==> config.mk <==
export PLATFORM = sky130hd
export DESIGN_NAME = wb_port_arbiter
export DESIGN_NICKNAME = d
export VERILOG_FILES = /design/src/rtl/wb_port_arbiter.sv
export SDC_FILE = /design/constraint.sdc
export NUM_CORES = 1
export LEC_CHECK = 0
export ABC_AREA = 0
export CAP_MARGIN = 20
export CORE_UTILIZATION = 35
export CTS_CLUSTER_SIZE = 28
export DETAILED_ROUTE_END_ITERATION = 8
export GPL_TIMING_DRIVEN = 1
export PLACE_DENSITY = 0.76
export SLEW_MARGIN = 10
export SYNTH_ARGS = -nofsm -noshare
export SYNTH_HDL_FRONTEND = slang
export SYNTH_SLANG_ARGS = --single-unit
==> constraint.sdc <==
create_clock -name clk -period 3.35 [get_ports clk]
set_input_delay 1.005 -clock clk [delete_from_list [all_inputs] [get_ports clk]]
set_output_delay 1.005 -clock clk [all_outputs]
set_load 0.05 [all_outputs]
==> src/rtl/wb_port_arbiter.sv <==
// Write-back port arbiter: grants one of mem/alu/mul per cycle and registers the winning write.
// WB_STARVE_EN enables the multiplier aging FSM (NORMAL/BOOST); without it priority is fixed mem > alu > mul.
module wb_port_arbiter #(
  parameter int DW           = 16,
  parameter int AW           = 4,
  parameter int STARVE_LIMIT = 4
) (
  input  logic          clk,
  input  logic          reset,
  input  logic          mem_valid,
  input  logic [AW-1:0] mem_addr,
  input  logic [DW-1:0] mem_data,
  output logic          mem_ready,
  input  logic          alu_valid,
  input  logic [AW-1:0] alu_addr,
  input  logic [DW-1:0] alu_data,
  output logic          alu_ready,
  input  logic          mul_valid,
  input  logic [AW-1:0] mul_addr,
  input  logic [DW-1:0] mul_data,
  output logic          mul_ready,
  output logic          rf_we,
  output logic [AW-1:0] rf_waddr,
  output logic [DW-1:0] rf_wdata,
  output logic          mul_starved
);

  logic          boost;
  logic          xfer;
  logic [AW-1:0] win_addr;
  logic [DW-1:0] win_data;

  logic          rf_we_q, rf_we_d;
  logic [AW-1:0] rf_waddr_q, rf_waddr_d;
  logic [DW-1:0] rf_wdata_q, rf_wdata_d;

`ifdef WB_STARVE_EN
  localparam int CW = $clog2(STARVE_LIMIT + 1);
  localparam logic [CW-1:0] LIMIT = CW'(STARVE_LIMIT);

  typedef enum logic {NORMAL, BOOST} state_t;
  state_t        state_q, state_d;
  logic [CW-1:0] starve_cnt_q, starve_cnt_d;

  always_comb begin
    starve_cnt_d = starve_cnt_q;
    if (!mul_valid || mul_ready) begin
      starve_cnt_d = '0;
    end else if (starve_cnt_q != LIMIT) begin
      starve_cnt_d = starve_cnt_q + 1'b1;
    end
    // State mirrors the saturated counter so BOOST coincides with cnt==LIMIT.
    state_d = (starve_cnt_d == LIMIT) ? BOOST : NORMAL;
  end

  always_ff @(posedge clk or posedge reset) begin
    if (reset) begin
      state_q      <= NORMAL;
      starve_cnt_q <= '0;
    end else begin
      state_q      <= state_d;
      starve_cnt_q <= starve_cnt_d;
    end
  end

  assign boost       = (state_q == BOOST);
  assign mul_starved = boost;
`else
  logic unused_starve_limit;
  assign unused_starve_limit = ^STARVE_LIMIT;
  assign boost       = 1'b0;
  assign mul_starved = 1'b0;
`endif

  always_comb begin
    mem_ready = 1'b0;
    alu_ready = 1'b0;
    mul_ready = 1'b0;
    if (!reset) begin
      if (boost && mul_valid) begin
        mul_ready = 1'b1;
      end else if (mem_valid) begin
        mem_ready = 1'b1;
      end else if (alu_valid) begin
        alu_ready = 1'b1;
      end else if (mul_valid) begin
        mul_ready = 1'b1;
      end
    end
  end

  always_comb begin
    xfer     = mem_ready | alu_ready | mul_ready;
    win_addr = mul_addr;
    win_data = mul_data;
    if (mem_ready) begin
      win_addr = mem_addr;
      win_data = mem_data;
    end else if (alu_ready) begin
      win_addr = alu_addr;
      win_data = alu_data;
    end
  end

  always_comb begin
    // Writes to register 0 are consumed but never enabled.
    rf_we_d    = xfer && (win_addr != '0);
    rf_waddr_d = xfer ? win_addr : rf_waddr_q;
    rf_wdata_d = xfer ? win_data : rf_wdata_q;
  end

  always_ff @(posedge clk or posedge reset) begin
    if (reset) begin
      rf_we_q    <= 1'b0;
      rf_waddr_q <= '0;
      rf_wdata_q <= '0;
    end else begin
      rf_we_q    <= rf_we_d;
      rf_waddr_q <= rf_waddr_d;
      rf_wdata_q <= rf_wdata_d;
    end
  end

  assign rf_we    = rf_we_q;
  assign rf_waddr = rf_waddr_q;
  assign rf_wdata = rf_wdata_q;

endmodule

==> impl_metrics.tcl <==
set metrics [dict create \
    synth_compound_area_share_pct 27.1 \
    yosys.area_share.adder_pct 0 \
    slew_viol_final 0 \
    p_leak_nw 1.08 \
    finalWirelength_um 4230 \
    cts_buffer_depth 2 \
    yosysSeqAreaShare_pct 35.2 \
    crit_type "input port to output pin" \
    clock_latency_ns 0.26 \
    num_rows 23 \
    grt_usage_pct 19.8 \
    slowest_stage "clkdlybuf4s50_1" \
    dieArea_sq_mm 0.00453 \
    max_cap_viol_count 0 \
    crit_path_end_kind "output pin" \
    synth-xor-area-share_pct 0 \
    grt_setup_unrepaired "false" \
    clk_root_buffer_cell "clkbuf_8" \
    synth.largest_area_cell "dfrtp_1" \
    hp-start "rf_wdata[7]" \
    finalCritPeriodShare_pct 95.8 \
    whs_ns 0.483 \
    worst_pin_slew_ns 0.838 \
    max_stage_delay_ns 0.58 \
    yosys-top-cells-area "dfrtp_1, o41ai_2, nor2_1" \
    fill_cells 368 \
    min_path_type "flip-flop to flip-flop" \
    yosys_register_bits 21 \
    ant_nets 0 \
    diodes 0 \
    startpoint_type "input port" \
    crit_chain "clkdlybuf4s50_1, nor2b_4, nor2b_1, buf_12" \
    io_pins 90 \
    synth_top_family_by_area "compound AO/OA/AOI/OAI gates" \
    cts_setup_buffers 0 \
    reg2regPathDepth 2 \
    start_util_pct 36.8 \
    via_per_inst 4.87 \
    slew-limit-headroom_pct 44.1 \
    syn_nets 249 \
    cp.depth 4 \
    synth-simple-area-share_pct 26.4 \
    die_y_um 67.3 \
    synth_cells 184 \
    drive_gt1_share_pct 15.1 \
    htree_levels 1 \
    grt_pass1_vias 1465 \
    route.detailed.drc 0 \
    drtIter0Drc 58 \
    vias 1569 \
    status "complete, no violations" \
    cp_data_required_time_ns 2.34 \
    ir_drop_uv 180 \
    syn_area_sq_mm 0.00149 \
    max_freq_mhz 311 \
    synth_mux_area_share_pct 0 \
    grt_max_degree 26 \
    hpwl_um 3310 \
    finClkSkew_ns 0 \
    tns_ns 0 \
    tritoncts "done" \
    yosys_warnings 0 \
    hold_viol 0 \
    pwr_density_cell_mw_per_mm2 351 \
    numCtsBuffers 3 \
    synth.top_cell.area_share_pct 35.2 \
    holdBufCountCts 0 \
    wl_per_cell_um 13.1 \
    cts_resized 0 \
    crit_buf_inv 2 \
    grt_overflow 0 \
    antenna_found_initial 0 \
    cp.arrival_ns 2.21 \
    min_period_ns 3.21 \
    routabilityCongestion 0.746 \
    drt-pass1-iter-count 4 \
    area_growth_pct 67.6 \
    crit_start "alu_valid" \
    setup_violations 0 \
    clk_pin_slew_ns 0.08 \
    io_buffers 88 \
    synth.distinct_cells 24 \
    worstReg2RegStart "rf_waddr[1]" \
    grt_pass1_wl_um 6760 \
    hold_depth 2 \
    layout.nets 338 \
    cpLargestDelayFamily "buffers and inverters" \
    avgSynthCellArea_sq_um 8.12 \
    core_area_sq_mm 0.00406 \
    crit_fanout 5 \
    die_w_um 67.3 \
    clock_sinks 21 \
]
[area by class of cell]
| type | instances | area [sq um] | share of cell area [%] |
|---|---|---|---|
| Timing Repair Buffer | 100 | 1000 | 40.0 |
| Multi-Input combinational cell | 130 | 805 | 32.1 |
| Sequential cell | 21 | 526 | 21.0 |
| Inverter | 17 | 63.8 | 2.55 |
| Tap cell | 50 | 62.6 | 2.50 |
| Clock buffer | 3 | 41.3 | 1.65 |
| Clock inverter | 1 | 5.00 | 0.200 |
[sequential cells by signal (all words and copies together), names as in the netlist]
signal    flops
rf_waddr      4
rf_wdata     16
rf_we         1
[cell usage in the layout (no fill, tap or decap), drive strengths merged, types with 3 or more instances in the layout]
cell type      netlist  routed
clkdlybuf4s50        0      85
a221oi               4       4
clkbuf               2       3
o41ai               16      16
nand2               24      24
dfrtp               21      21
nand2b               5       5
buf                 14      15
nor2b               19      19
o21ai                8       8
nor2                33      33
a21oi               16      16
inv                 17      17
[cell usage after synthesis (all sizes together)]
master / n
nor2: 33
nand2: 24
dfrtp: 21
nor2b: 19
inv: 17
a21oi: 16
o41ai: 16
buf: 14
o21ai: 8
nand2b: 5
a221oi: 4
clkbuf: 2
a41oi: 1
and3: 1
conb: 1
nor3: 1
or2: 1
[worst paths after layout]
check                                    to  slack [ns]
min in group asynchronous       rf_waddr[3]        1.31
worst min-delay path            rf_wdata[7]        0.48
worst max-delay path              alu_ready        0.14
worst min register to register  rf_wdata[7]        0.48
worst max register to register  rf_waddr[1]        2.67
max in group asynchronous       rf_waddr[0]        1.81
[kinds of logic after synthesis]
logic type / count (synthesis)
and+or+nand+nor: 84
DFF: 21
buffers and inverters: 33
other: 1
AOI/OAI and AO/OA: 45
[worst register-to-register path, delay by kind of cell (launching register included)]
| kind | cells | cell delay [ns] |
|---|---|---|
| and+or+nand+nor | 1 | 0.06 |
| AOI/OAI and AO/OA | 1 | 0.09 |
| DFF | 1 | 0.39 |
[metal layers]
metal	vias up	global-route usage [%]	share of wire, %
met5	-	0	0
met4	0	4.79	0.92
met3	5	4.22	7.4
met2	53	36.0	47
met1	727	23.5	44
li1	784	-	-
[stage by stage]
step	instance area, sq um	worst slack (ns)	utilization (%)	total power [W]	std cells
4_1_cts	2500	0.133	61.7	0.000889	322
3_3_place_gp	2460	0.194	60.6	0.000715	318
2_1_floorplan	1500	0.0868	-	0.000544	184
3_5_place_dp	2460	0.136	60.6	0.000720	318
6_report	2500	0.139	61.7	0.000880	322
5_1_grt	2500	0.0962	61.7	0.000924	322
[report_power, final]
| part | leakage (nW) | internal (W) | switching (W) | total [W] |
|---|---|---|---|---|
| Sequential | 0.247 | 0.000286 | 0.0000176 | 0.000303 |
| Clock | 0.0255 | 0.0000830 | 0.0000846 | 0.000168 |
| Combinational | 0.811 | 0.000181 | 0.000228 | 0.000409 |
| Total | 1.08 | 0.000550 | 0.000330 | 0.000880 |
No activity file was read; power rests on OpenSTA's default activity.
